--- src/rtl/adc_scan_ctrl.sv ---
// rtl/adc_scan_ctrl.sv - SPI master and channel sequencer for an 8-channel serial ADC
module adc_scan_ctrl #(
  parameter int ADC_N    = 8,
  parameter int ADC_W    = 12,
  parameter int SCLK_DIV = 4,
  parameter int CS_GAP   = 2
) (
  input  logic             clk,
  input  logic             rst_n,
  input  logic             start,
  input  logic [ADC_N-1:0] ch_mask,
  output logic             busy,
  output logic             adc_sclk,
  output logic             adc_css,
  output logic             adc_din,
  input  logic             adc_dout,
  output logic [ADC_W-1:0] res_data,
  output logic [2:0]       res_ch,
  output logic             res_valid,
  output logic             scan_done
);

  localparam int HW = $clog2(SCLK_DIV);
  localparam int GW = (CS_GAP > 1) ? $clog2(CS_GAP) : 1;
  localparam logic [HW-1:0] HALF_LAST = HW'(SCLK_DIV - 1);
  localparam logic [GW-1:0] GAP_LAST  = GW'(CS_GAP - 1);
  localparam logic [4:0]    BIT_LAST  = 5'(ADC_W + 4);

  typedef enum logic [1:0] {IDLE, SETUP, SHIFT, GAP} state_t;

  state_t           r_state, w_state_nxt;
  logic [HW-1:0]    r_hcnt, w_hcnt_nxt;
  logic             r_phase, w_phase_nxt;
  logic [4:0]       r_bit, w_bit_nxt;
  logic [GW-1:0]    r_gcnt, w_gcnt_nxt;
  logic [ADC_N-1:0] r_mask, w_mask_nxt;
  logic [2:0]       r_addr, w_addr_nxt;
  logic [ADC_W-1:0] r_shift, w_shift_nxt;
  logic             r_sclk, w_sclk_nxt;
  logic             r_css, w_css_nxt;
  logic             r_din, w_din_nxt;
  logic [ADC_W-1:0] r_res_data, w_res_data_nxt;
  logic [2:0]       r_res_ch, w_res_ch_nxt;
  logic             r_res_valid, w_res_valid_nxt;
  logic             w_scan_done;
  logic [3:0]       w_first, w_next;

  // Returns {found, index} of the lowest set mask bit at or above lo.
  function automatic logic [3:0] find_ch(input logic [ADC_N-1:0] mask, input logic [3:0] lo);
    logic [3:0] r;
    r = 4'd0;
    for (int i = ADC_N - 1; i >= 0; i--) begin
      if (mask[i] && (i >= int'(lo))) r = {1'b1, 3'(i)};
    end
    return r;
  endfunction

  always_comb begin
    w_state_nxt     = r_state;
    w_hcnt_nxt      = r_hcnt;
    w_phase_nxt     = r_phase;
    w_bit_nxt       = r_bit;
    w_gcnt_nxt      = r_gcnt;
    w_mask_nxt      = r_mask;
    w_addr_nxt      = r_addr;
    w_shift_nxt     = r_shift;
    w_sclk_nxt      = r_sclk;
    w_css_nxt       = r_css;
    w_din_nxt       = r_din;
    w_res_data_nxt  = r_res_data;
    w_res_ch_nxt    = r_res_ch;
    w_res_valid_nxt = 1'b0;
    w_scan_done     = 1'b0;
    w_first         = find_ch(ch_mask, 4'd0);
    w_next          = find_ch(r_mask, {1'b0, r_addr} + 4'd1);

    case (r_state)
      IDLE: begin
        if (start) begin
          w_mask_nxt = ch_mask;
          w_gcnt_nxt = '0;
          if (w_first[3]) begin
            w_state_nxt = SETUP;
            w_addr_nxt  = w_first[2:0];
            w_hcnt_nxt  = '0;
            w_css_nxt   = 1'b0;
            w_din_nxt   = 1'b0;
          end else begin
            w_state_nxt = GAP;
          end
        end
      end
      SETUP: begin
        if (r_hcnt == HALF_LAST) begin
          w_state_nxt = SHIFT;
          w_hcnt_nxt  = '0;
          w_phase_nxt = 1'b0;
          w_bit_nxt   = 5'd1;
          w_sclk_nxt  = 1'b0;
        end else begin
          w_hcnt_nxt = r_hcnt + 1'b1;
        end
      end
      SHIFT: begin
        if (r_hcnt != HALF_LAST) begin
          w_hcnt_nxt = r_hcnt + 1'b1;
        end else begin
          w_hcnt_nxt = '0;
          if (!r_phase) begin
            // Rising edge k: sample data and present din for falling edge k+1.
            w_phase_nxt = 1'b1;
            w_sclk_nxt  = 1'b1;
            case (r_bit)
              5'd2:    w_din_nxt = r_addr[2];
              5'd3:    w_din_nxt = r_addr[1];
              5'd4:    w_din_nxt = r_addr[0];
              default: w_din_nxt = 1'b0;
            endcase
            if (r_bit >= 5'd5) w_shift_nxt = {r_shift[ADC_W-2:0], adc_dout};
          end else if (r_bit == BIT_LAST) begin
            w_state_nxt     = GAP;
            w_gcnt_nxt      = '0;
            w_css_nxt       = 1'b1;
            w_din_nxt       = 1'b0;
            w_res_valid_nxt = 1'b1;
            w_res_data_nxt  = r_shift;
            w_res_ch_nxt    = r_addr;
          end else begin
            w_phase_nxt = 1'b0;
            w_sclk_nxt  = 1'b0;
            w_bit_nxt   = r_bit + 5'd1;
          end
        end
      end
      GAP: begin
        if (r_gcnt != GAP_LAST) begin
          w_gcnt_nxt = r_gcnt + 1'b1;
        end else if (w_next[3]) begin
          w_state_nxt = SETUP;
          w_addr_nxt  = w_next[2:0];
          w_hcnt_nxt  = '0;
          w_css_nxt   = 1'b0;
          w_din_nxt   = 1'b0;
        end else begin
          w_scan_done = 1'b1;
          w_state_nxt = IDLE;
          w_mask_nxt  = '0;
        end
      end
      default: w_state_nxt = IDLE;
    endcase
  end

  always_ff @(posedge clk or negedge rst_n) begin
    if (!rst_n) begin
      r_state     <= IDLE;
      r_hcnt      <= '0;
      r_phase     <= 1'b0;
      r_bit       <= '0;
      r_gcnt      <= '0;
      r_mask      <= '0;
      r_addr      <= '0;
      r_shift     <= '0;
      r_sclk      <= 1'b1;
      r_css       <= 1'b1;
      r_din       <= 1'b0;
      r_res_data  <= '0;
      r_res_ch    <= '0;
      r_res_valid <= 1'b0;
    end else begin
      r_state     <= w_state_nxt;
      r_hcnt      <= w_hcnt_nxt;
      r_phase     <= w_phase_nxt;
      r_bit       <= w_bit_nxt;
      r_gcnt      <= w_gcnt_nxt;
      r_mask      <= w_mask_nxt;
      r_addr      <= w_addr_nxt;
      r_shift     <= w_shift_nxt;
      r_sclk      <= w_sclk_nxt;
      r_css       <= w_css_nxt;
      r_din       <= w_din_nxt;
      r_res_data  <= w_res_data_nxt;
      r_res_ch    <= w_res_ch_nxt;
      r_res_valid <= w_res_valid_nxt;
    end
  end

  assign busy      = (r_state != IDLE);
  assign adc_sclk  = r_sclk;
  assign adc_css   = r_css;
  assign adc_din   = r_din;
  assign res_data  = r_res_data;
  assign res_ch    = r_res_ch;
  assign res_valid = r_res_valid;
  assign scan_done = w_scan_done;

endmodule

--- config.mk ---
export PLATFORM = sky130hd
export DESIGN_NAME = adc_scan_ctrl
export DESIGN_NICKNAME = d
export VERILOG_FILES = /design/src/rtl/adc_scan_ctrl.sv
export SDC_FILE = /design/constraint.sdc
export NUM_CORES = 1
export LEC_CHECK = 0
export ABC_AREA = 1
export ABC_CLOCK_PERIOD_IN_PS = 2400
export CORE_AREA = 4 4 71 86
export DETAILED_ROUTE_END_ITERATION = 10
export DIE_AREA = 0 0 75 90
export GPL_TIMING_DRIVEN = 0
export PLACE_DENSITY_LB_ADDON = 0.12
export SLEW_MARGIN = 0
export SYNTH_ARGS = -nofsm -noshare
export SYNTH_HDL_FRONTEND = slang
export SYNTH_SLANG_ARGS = --single-unit
--- constraint.sdc ---
create_clock -name clk -period 2.4 [get_ports clk]
set_clock_uncertainty 0.05 [all_clocks]
set_input_delay 0.48 -clock clk [delete_from_list [all_inputs] [get_ports clk]]
set_output_delay 0.48 -clock clk [all_outputs]
set_load 0.05 [all_outputs]
==> impl_metrics.env <==
export IMPL_drtIter0Drc=90
export IMPL_worstSetupPathType="reg2out"
export IMPL_cts_buffer_depth=2
export IMPL_cp_data_required_time_ns=1.87
export IMPL_tightest_slew_ns=0.6369
export IMPL_synth_cells=347
export IMPL_synth_area_leaders="dfrtp_1 (45%), nand2_1 (11%), o21ai_0 (7.2%), inv_1 (6.6%), ha_1 (5.7%)"
export IMPL_netlist_area_leader_share_pct=44.76
export IMPL_fin_ws_ns=-0.02573
export IMPL_yosysTopAreaCell="dfrtp_1"
export IMPL_final_period_utilization_pct=101.1
export IMPL_crit_path_start_kind="flop"
export IMPL_rsz0062_at_grt="yes"
export IMPL_htreeDepth=2
export IMPL_dp_cells=442
export IMPL_finalSetupViolations=1
export IMPL_dieArea_mm2=0.006750
export IMPL_netlist_area_mm2=0.002851
export IMPL_hold_path_class="in2async"
export IMPL_finalCriticalPeriod_ns=2.426
export IMPL_cts_tree="built"
export IMPL_portBuffers=32
export IMPL_worstPathMaxFanout=3
export IMPL_fp_dieW_um=75
export IMPL_vias=2334
export IMPL_cts_made_buffers=5
export IMPL_first_pass_iters=4
export IMPL_wl_um=5654
export IMPL_regArea_mm2=0.001333
export IMPL_die_h_um=90
export IMPL_placed_cell_area_mm2=0.003267
export IMPL_wire_per_inst_um=12.34
export IMPL_core_area_mm2=0.005261
export IMPL_fin_nets=421
export IMPL_drc=0
export IMPL_gr_usage_all_layers_pct=18.30
export IMPL_peakVddDrop_mv=0.2539
export IMPL_final_cell_area_mm2=0.003542
export IMPL_drive_gt1_share_pct=18.94
export IMPL_mostFrequentLayoutCells="nand2_1 (82), dfrtp_1 (48), inv_1 (47), o21ai_0 (40), clkdlybuf4s50_1 (29)"
export IMPL_syn_to_final_growth_pct=24.22
export IMPL_cp_data_arrival_time_ns=1.90
export IMPL_yosys_warnings=0
export IMPL_violations="negative setup slack"
export IMPL_p_total_uw=1541
export IMPL_ctsHoldBuffers=0
export IMPL_numClockSinks=53
export IMPL_insertion_delay_ns=0.31
export IMPL_layout_commonest_cell="nand2_1"
export IMPL_slew_limit_headroom_pct=57.15
export IMPL_seq_area_frac_synth_pct=46.60
export IMPL_place_gp_congestion=0.8335
export IMPL_grt_pass1_vias=2312
export IMPL_layout_cells_non_filler=458
export IMPL_vias_per_cell=5.096
export IMPL_status="finished, violations left"
export IMPL_slew_viol_final=0
export IMPL_multi_input_area_mm2=0.001370
export IMPL_power_density_mw_per_mm2=435.0
export IMPL_grt_remaining_overflow=0
export IMPL_antenna_found_initial=0
export IMPL_ant_nets=0
export IMPL_fmax_mhz=412.2
export IMPL_syn_avg_cell_area_um2=8.218
export IMPL_root_buffer="clkbuf_8"
export IMPL_rows=29
export IMPL_cap_violations=0
export IMPL_grt_max_degree=39
export IMPL_final_hold_violation_count=0
export IMPL_place_hpwl_um=4175
export IMPL_diodes=0
export IMPL_synth_seq_cells=53
export IMPL_p_leak_uw=0.001626
export IMPL_num_io_pins=33
export IMPL_grt_pass1_wl_um=9894
export IMPL_synthDistinctLibCells=32
export IMPL_cp_end_kind="output pin"
export IMPL_clkTransAtPathRegs_ns=0.09
export IMPL_synth_nets=372
export IMPL_final_fill_count=455
export IMPL_start_util_pct=54.20
-- power breakdown --
group          internal, uW  switching [uW]
clock                   304             286
sequential              895           0.898
combinational          23.2            32.4
total                  1220             319
-- cells by family (layout without fill, tap and decap cells) --
logic type,after synthesis,in the layout,synth area share (%)
compound gates,66,66,12.81
buf+inv,60,109,8.249
xor+xnor,1,1,0.3072
flops,53,53,46.60
simple gates,154,154,26.33
fa+ha+maj,13,13,5.704
-- layout make-up --
type	count	area share, %
Buffer	6	0.9537
Clock buffer	5	1.943
Clock inverter	2	0.9890
Inverter	54	5.793
Multi-Input combinational cell	234	38.68
Sequential cell	53	37.62
Tap cell	62	2.190
Timing Repair Buffer	42	11.83
-- Yosys cell counts (all sizes together) --
cell and n:
a21oi 8, nor3b 2, o21ai 55, nor4 2, clkbuf 3, o311ai 1
inv 54, ha 13, dfstp 2, dfrtp 51, nor3 6, o31ai 1
nand3 14, nand4 5, nand2 98, o211ai 1, nor2 26, xor2 1
nand3b 1, buf 3
-- registers in the layout (all words and copies together) (netlist names) --
name and count:
adc_din 1, r_addr 3, r_phase 1, res_ch 3
res_valid 1, adc_css 1, r_mask 8, r_state 2
r_bit 5, r_gcnt 1, r_shift 12, r_hcnt 2
res_data 12, adc_sclk 1
-- per-stage QoR --
| step | TNS, ns | hold slack (ns) | util [%] | setup slack, ns |
|---|---|---|---|---|
| finish | -0.02573 | 0.03949 | 67.32 | -0.02573 |
| global route | -0.1096 | 0.06206 | 67.32 | -0.1096 |
| CTS | -0.08437 | 0.04669 | 64.90 | -0.08437 |
| detailed placement | -0.5530 | 0.3810 | 62.09 | -0.5530 |
| global placement | -39.83 | 0.4019 | 61.81 | -0.7654 |
| floorplan | 0 | 0.1344 | - | 0.07705 |
-- final timing paths --
check / start / endpoint / slack [ns] / depth (start not counted)
setup / recovery: r_addr[0] / scan_done / -0.03 / 10
setup reg to reg: r_state[0] / r_shift[8] / 0.27 / 7
hold reg to reg: adc_css / adc_css / 0.42 / 2
hold / removal: rst_n / r_mask[7] / 0.04 / 1
min in group clk: adc_css / adc_css / 0.42 / 2
max in group asynchronous: rst_n / adc_css / 1.66 / 2
-- worst max-delay path, stage by stage, from the launching register on --
cell and delay [ns]:
dfrtp_2 0.45, buf_12 0.14, ha_4 0.17, nand2_4 0.09, nand3_2 0.07, nand2_2 0.07
nand2_2 0.07, nor2_4 0.16, nand3_4 0.09, nor2_4 0.13, buf_8 0.15
-- per-layer routing --
layer	routed length (um)	GRT usage, %
met1	2445	21.26
met2	2839	32.12
met3	258	3.460
met4	110	6.825
met5	0	0
-- what timing repair did --
item / CTS / global route
buffers inserted: 3 / 6
pin swaps: 3 / 10
setup endpoints to repair: 2 / 5
gates resized for setup: 13 / 21
No activity file was read; power rests on OpenSTA's default activity.
